[config.mk]
export PLATFORM = sky130hd
export DESIGN_NAME = imem_loader_flat
export DESIGN_NICKNAME = d
export VERILOG_FILES = /design/src/rtl/imem_loader_if.sv /design/src/rtl/imem_loader.sv /design/src/flat_wrapper.sv
export SDC_FILE = /design/constraint.sdc
export NUM_CORES = 1
export LEC_CHECK = 0
export BUFFER_PORTS_ARGS = -buffer_cell sky130_fd_sc_hd__buf_2
export CORE_MARGIN = 2
export CORE_UTILIZATION = 50
export DETAILED_ROUTE_END_ITERATION = 10
export HOLD_SLACK_MARGIN = 0.02
export PLACE_DENSITY = 0.74
export SLEW_MARGIN = 0
export SYNTH_ARGS = -nofsm -noshare
export SYNTH_HDL_FRONTEND = slang
export SYNTH_SLANG_ARGS = --single-unit
[constraint.sdc]
create_clock -name CLK -period 2.3 [get_ports CLK]
set_input_delay 0.575 -clock CLK [delete_from_list [all_inputs] [get_ports CLK]]
set_output_delay 0.575 -clock CLK [all_outputs]
set_load 0.01 [all_outputs]
[src/rtl/imem_loader_if.sv]
// Byte-stream and instruction-memory write bundle shared by the image loader and its driver.
// The master side feeds bytes and Start; the slave side is the loader.
interface imem_loader_if;
    logic        Start;
    logic [7:0]  RX_Data;
    logic        RX_Valid;
    logic        RX_Ready;
    logic        IM_WE;
    logic [31:0] IM_Addr;
    logic [31:0] IM_WD;
    logic        Loading;
    logic        Done;
    logic        Error;

    modport master (
        output Start, RX_Data, RX_Valid,
        input  RX_Ready, IM_WE, IM_Addr, IM_WD, Loading, Done, Error
    );

    modport slave (
        input  Start, RX_Data, RX_Valid,
        output RX_Ready, IM_WE, IM_Addr, IM_WD, Loading, Done, Error
    );
endinterface

[src/rtl/imem_loader.sv]
// Parses a framed byte image (16-bit word count, little-endian words, XOR checksum)
// and writes the words into instruction memory while holding the processor in reset.
module imem_loader #(
    parameter int          DEPTH     = 128,
    parameter logic [31:0] ADDR_BASE = 32'h0
) (
    input logic         CLK,
    input logic         RESETn,
    imem_loader_if.slave bus
);

    typedef enum logic [2:0] {
        IDLE,
        LEN_LO,
        LEN_HI,
        DATA,
        CHECK,
        DONE,
        ERROR
    } state_t;

    localparam logic [16:0] DEPTH_W = 17'(DEPTH);

    state_t      state;
    state_t      state_next;
    logic [15:0] count;
    logic [15:0] word_idx;
    logic [1:0]  byte_cnt;
    logic [7:0]  acc;
    logic [23:0] word_buf;
    logic        we_q;
    logic [31:0] addr_q;
    logic [31:0] wd_q;
    logic        rx_ready;
    logic        xfer;
    logic        last_word;
    logic [16:0] len_full;

    assign rx_ready  = (state == LEN_LO) || (state == LEN_HI) ||
                       (state == DATA)   || (state == CHECK);
    // Start wins over a byte offered in the same cycle; that byte is dropped.
    assign xfer      = bus.RX_Valid && rx_ready && !bus.Start;
    assign last_word = (byte_cnt == 2'd3) && (word_idx == count - 16'd1);
    assign len_full  = {1'b0, bus.RX_Data, count[7:0]};

    always_ff @(posedge CLK or negedge RESETn) begin
        if (!RESETn) begin
            state <= IDLE;
        end else begin
            state <= state_next;
        end
    end

    always_comb begin
        state_next = state;
        if (bus.Start) begin
            state_next = LEN_LO;
        end else if (xfer) begin
            case (state)
                LEN_LO: state_next = LEN_HI;
                LEN_HI: begin
                    if (len_full > DEPTH_W) begin
                        state_next = ERROR;
                    end else if (len_full == 17'd0) begin
                        state_next = CHECK;
                    end else begin
                        state_next = DATA;
                    end
                end
                DATA: begin
                    if (last_word) begin
                        state_next = CHECK;
                    end
                end
                CHECK: state_next = (bus.RX_Data == acc) ? DONE : ERROR;
                default: state_next = state;
            endcase
        end
    end

    always_ff @(posedge CLK or negedge RESETn) begin
        if (!RESETn) begin
            count    <= '0;
            word_idx <= '0;
            byte_cnt <= '0;
            acc      <= '0;
            word_buf <= '0;
            we_q     <= 1'b0;
            addr_q   <= '0;
            wd_q     <= '0;
        end else begin
            we_q <= 1'b0;
            if (bus.Start) begin
                count    <= '0;
                word_idx <= '0;
                byte_cnt <= '0;
                acc      <= '0;
            end else if (xfer) begin
                acc <= acc ^ bus.RX_Data;
                case (state)
                    LEN_LO: count[7:0]  <= bus.RX_Data;
                    LEN_HI: count[15:8] <= bus.RX_Data;
                    DATA: begin
                        byte_cnt <= byte_cnt + 2'd1;
                        case (byte_cnt)
                            2'd0: word_buf[7:0]   <= bus.RX_Data;
                            2'd1: word_buf[15:8]  <= bus.RX_Data;
                            2'd2: word_buf[23:16] <= bus.RX_Data;
                            default: begin
                                wd_q     <= {bus.RX_Data, word_buf};
                                addr_q   <= ADDR_BASE + {14'd0, word_idx, 2'b00};
                                we_q     <= 1'b1;
                                word_idx <= word_idx + 16'd1;
                            end
                        endcase
                    end
                    default: ;
                endcase
            end
        end
    end

    assign bus.RX_Ready = rx_ready;
    assign bus.Loading  = rx_ready;
    assign bus.Done     = (state == DONE);
    assign bus.Error    = (state == ERROR);
    assign bus.IM_WE    = we_q;
    assign bus.IM_Addr  = addr_q;
    assign bus.IM_WD    = wd_q;

endmodule

[src/flat_wrapper.sv]
// flat-port wrapper written by rule: the top's interface ports become plain ports
module imem_loader_flat 
#(
    parameter int          DEPTH     = 128,
    parameter logic [31:0] ADDR_BASE = 32'h0
)
  (CLK, RESETn, bus_Start, bus_RX_Data, bus_RX_Valid, bus_RX_Ready, bus_IM_WE, bus_IM_Addr, bus_IM_WD, bus_Loading, bus_Done, bus_Error);
  imem_loader_if bus_i ();
  input logic CLK;
  input logic RESETn;
  input wire logic [$bits(bus_i.Start)-1:0] bus_Start;
  input wire logic [$bits(bus_i.RX_Data)-1:0] bus_RX_Data;
  input wire logic [$bits(bus_i.RX_Valid)-1:0] bus_RX_Valid;
  output wire logic [$bits(bus_i.RX_Ready)-1:0] bus_RX_Ready;
  output wire logic [$bits(bus_i.IM_WE)-1:0] bus_IM_WE;
  output wire logic [$bits(bus_i.IM_Addr)-1:0] bus_IM_Addr;
  output wire logic [$bits(bus_i.IM_WD)-1:0] bus_IM_WD;
  output wire logic [$bits(bus_i.Loading)-1:0] bus_Loading;
  output wire logic [$bits(bus_i.Done)-1:0] bus_Done;
  output wire logic [$bits(bus_i.Error)-1:0] bus_Error;
  assign bus_i.Start = bus_Start;
  assign bus_i.RX_Data = bus_RX_Data;
  assign bus_i.RX_Valid = bus_RX_Valid;
  assign bus_RX_Ready = bus_i.RX_Ready;
  assign bus_IM_WE = bus_i.IM_WE;
  assign bus_IM_Addr = bus_i.IM_Addr;
  assign bus_IM_WD = bus_i.IM_WD;
  assign bus_Loading = bus_i.Loading;
  assign bus_Done = bus_i.Done;
  assign bus_Error = bus_i.Error;
  imem_loader #(.DEPTH(DEPTH), .ADDR_BASE(ADDR_BASE)) u_core (.CLK(CLK), .RESETn(RESETn), .bus(bus_i));
endmodule
==> impl_results.md <==
* Synth cell types at 53
* Mux cell area share after synthesis at 14.6%
* Largest family of logic cells by synthesized area: multiplexers
* Clock slew at reported path FFs at 0.06 ns
* Clk_lat worst skew at 0.41 ns
* Period utilization at 101%
* Max Slew Vio Count at 0
* Initial antenna violation count at 0
* Die Ht at 111 um
* Most frequent cells in the layout: dfrtp_1, mux2_2, buf_2
* Simple-gate share of the synthesized area at 14.2%
* Compound-gate portion of the synthesized area at 5.47%
* Post-synthesis sequential area ratio at 51.2%
* Die width at 111 um
* DRT Wirelength at 13.5 mm
* Power Density at 811 nW/um^2
* FFs w/ async S/R, synth at 100%
* CTS H-tree lvls at 4
* CP arrival at 2.58 ns
* Post-synth EDFFs at 0
* Max Fanout on Critical Path at 4
* Ant. Diodes at 0
* Max Cap Violations at 0
* RSZ-0062 raised after global routing: yes
* Slew @ Worst Pin at 0.518 ns
* Peak supply drop at 0.511 mV
* Post-Synthesis Cells at 526
* Cells after DPL at 734
* Worst EP required at 2.57 ns
* Slack of the critical path at -0.0117 ns
* GRT Resource Usage Total at 22.6%
* Failing checks: setup timing
* Endpoints failing hold at 0
* Vias per inst at 5.44
* Fin crit period at 2.31 ns
* Post-DP HPWL at 9.45 mm
* Largest net degree at the start of global routing at 45
* Pwr Total at 5.74 mW
* Setup skew after layout at 0.00738 ns
* Antenna viol nets, final at 0
* I/O pin count at 81
* HP Class: input pin to asynchronous set/reset pin
* CP startpoint kind: flop
* Setup violators final at 2
* Layout cells sized above 1 at 36.6%
* Clock sinks at 118
* Adder-cell share of the synthesized area at 1.30%
* Leak at 3.55 nW
* WS Path Type: flop to flop
* Slew headroom at 65.2%
* Avg Inst Size Synth at 11.0 sq um
* TritonCTS buffer count at 17
* Starting density of the core at 50.9%
* P&R area growth vs syn at 22.9%
* Vias in the first global route at 4351
* Global route overflow at 0
* Yosys reg bits at 118
* Post-route DRC at 0
* Status: complete, but fails checks
* CTS tree: yes
* Vias at 4187
* Number of buffers added on ports at 64
* Die ar. at 12400 sq um
* Fmax at 433 MHz
* Leading cell type in the layout, fill and taps excluded: dfrtp_1
* Clock Path Buffers at 2
* Routability cong. at 0.882
* Ys Warns at 0
* First-pass GRT wire length at 22.3 mm
* # rows at 39
* Final Hold Slack at 0.129 ns
* Number of DRC markers in iteration 0 at 210
* Post-Place Setup Slack at -0.129 ns
* CORE AREA at 11300 sq um
* CP endpoint kind: flop
* Synthesized area at 5760 sq um
* Fin cells at 769
* WL per Instance at 17.6 um
* Dominant register cell in the synthesized netlist: dfrtp_1
* Fin Setup TNS at -0.0176 ns
* DR pass1 iterations at 5
* Clk root buf: clkbuf_16
* R2R Setup Slk at -0.01 ns
* Post-Synth XOR/XNOR Area at 7.29%
* Fin nets at 631
==> through the flow <==
stage | utilization, % | cell area [sq um]
after global routing | 62.6 | 7080
after global placement | 56.5 | 6400
after detailed placement | 56.5 | 6400
after floorplan | - | 5820
final | 62.6 | 7080
after CTS | 62.2 | 7040
==> registers in the layout (all words and copies together), names as in the netlist <==
| name | flops |
|---|---|
| u_core.byte_cnt | 2 |
| u_core.bus.IM_WD | 32 |
| u_core.acc | 8 |
| u_core.bus.IM_WE | 1 |
| u_core.state | 3 |
| u_core.word_idx | 16 |
| u_core.word_buf | 24 |
| u_core.count | 16 |
| u_core.bus.IM_Addr | 16 |
==> cell usage after synthesis, types with 7 or more instances <==
| master | count | area (sq um) |
|---|---|---|
| nand3_1 | 9 | 45.0 |
| or3_1 | 7 | 43.8 |
| nor2_1 | 30 | 113 |
| a21oi_1 | 28 | 140 |
| nand2_1 | 58 | 218 |
| nor4_1 | 9 | 56.3 |
| xnor2_1 | 24 | 210 |
| dfrtp_1 | 118 | 2950 |
| clkbuf_1 | 31 | 116 |
| buf_4 | 17 | 128 |
| inv_1 | 9 | 33.8 |
| mux2_2 | 73 | 822 |
| nor3_1 | 12 | 60.1 |
| xor2_1 | 24 | 210 |
==> final cells by class <==
| class | instances | area [sq um] |
|---|---|---|
| fillers | 876 | 4240 |
| flip-flops and latches | 118 | 2950 |
| multi-input cells | 356 | 2580 |
| repair buffers | 111 | 737 |
| clock buffers | 21 | 470 |
| well taps | 143 | 179 |
| clock inverters | 11 | 124 |
| inverters | 9 | 33.8 |
==> cells by family (layout without fill, tap and decap cells) <==
group                      Yosys count  after routing
xor gates and xnor gates            48             48
AOI/OAI and AO/OA                   50             50
muxes                               75             75
other                                1             16
and+or+nand+nor                    161            161
DFF                                118            118
buffers and inverters               67            152
adders and majority gates            6              6
==> what timing repair did <==
action / 4_1_cts / 5_1_grt
gates resized for setup: 5 / 7
hold buffers: 0 / 0
setup buffers: 2 / 1
pin swaps: 6 / 7
endpoints found under the setup margin: 3 / 3
==> final timing paths <==
check | startpoint | endpoint | cells after the start
worst max-delay path | u_core.count[1] | u_core.state[1] | 10
worst min-delay path | RESETn | u_core.acc[5] | 1
worst max register to register | u_core.count[1] | u_core.state[1] | 10
worst min register to register | u_core.bus.IM_Addr[4] | u_core.bus.IM_Addr[4] | 1
max in group asynchronous | RESETn | u_core.bus.IM_Addr[7] | 2
min in group CLK | bus_RX_Data[6] | u_core.count[14] | 3
==> worst max-delay path: stages (launching register included) <==
cell and delay, ns:
dfrtp_1 0.40, inv_1 0.08, ha_2 0.19, buf_6 0.10, nor3b_4 0.27, buf_6 0.15
nand4b_1 0.10, xnor2_1 0.20, nand4_1 0.17, o41ai_2 0.37, a21oi_1 0.13
==> where the power goes <==
group / internal, mW / total, mW / switching [mW]
Combinational: 0.379 / 0.829 / 0.450
Sequential: 2.21 / 2.29 / 0.0797
Clock: 1.68 / 2.62 / 0.942
==> routing by layer <==
metal  vias up  wire (um)  global-route usage (%)  share of wire (%)
met3        24        769                    6.21                5.7
li1       1941          -                       -                  -
met5         -          0                       0                  0
met2       124       6530                    37.1                 48
met4         0        371                    7.65                2.7
met1      2098       5870                    29.3                 43
Note: power is estimated with default switching activity, not from simulation.
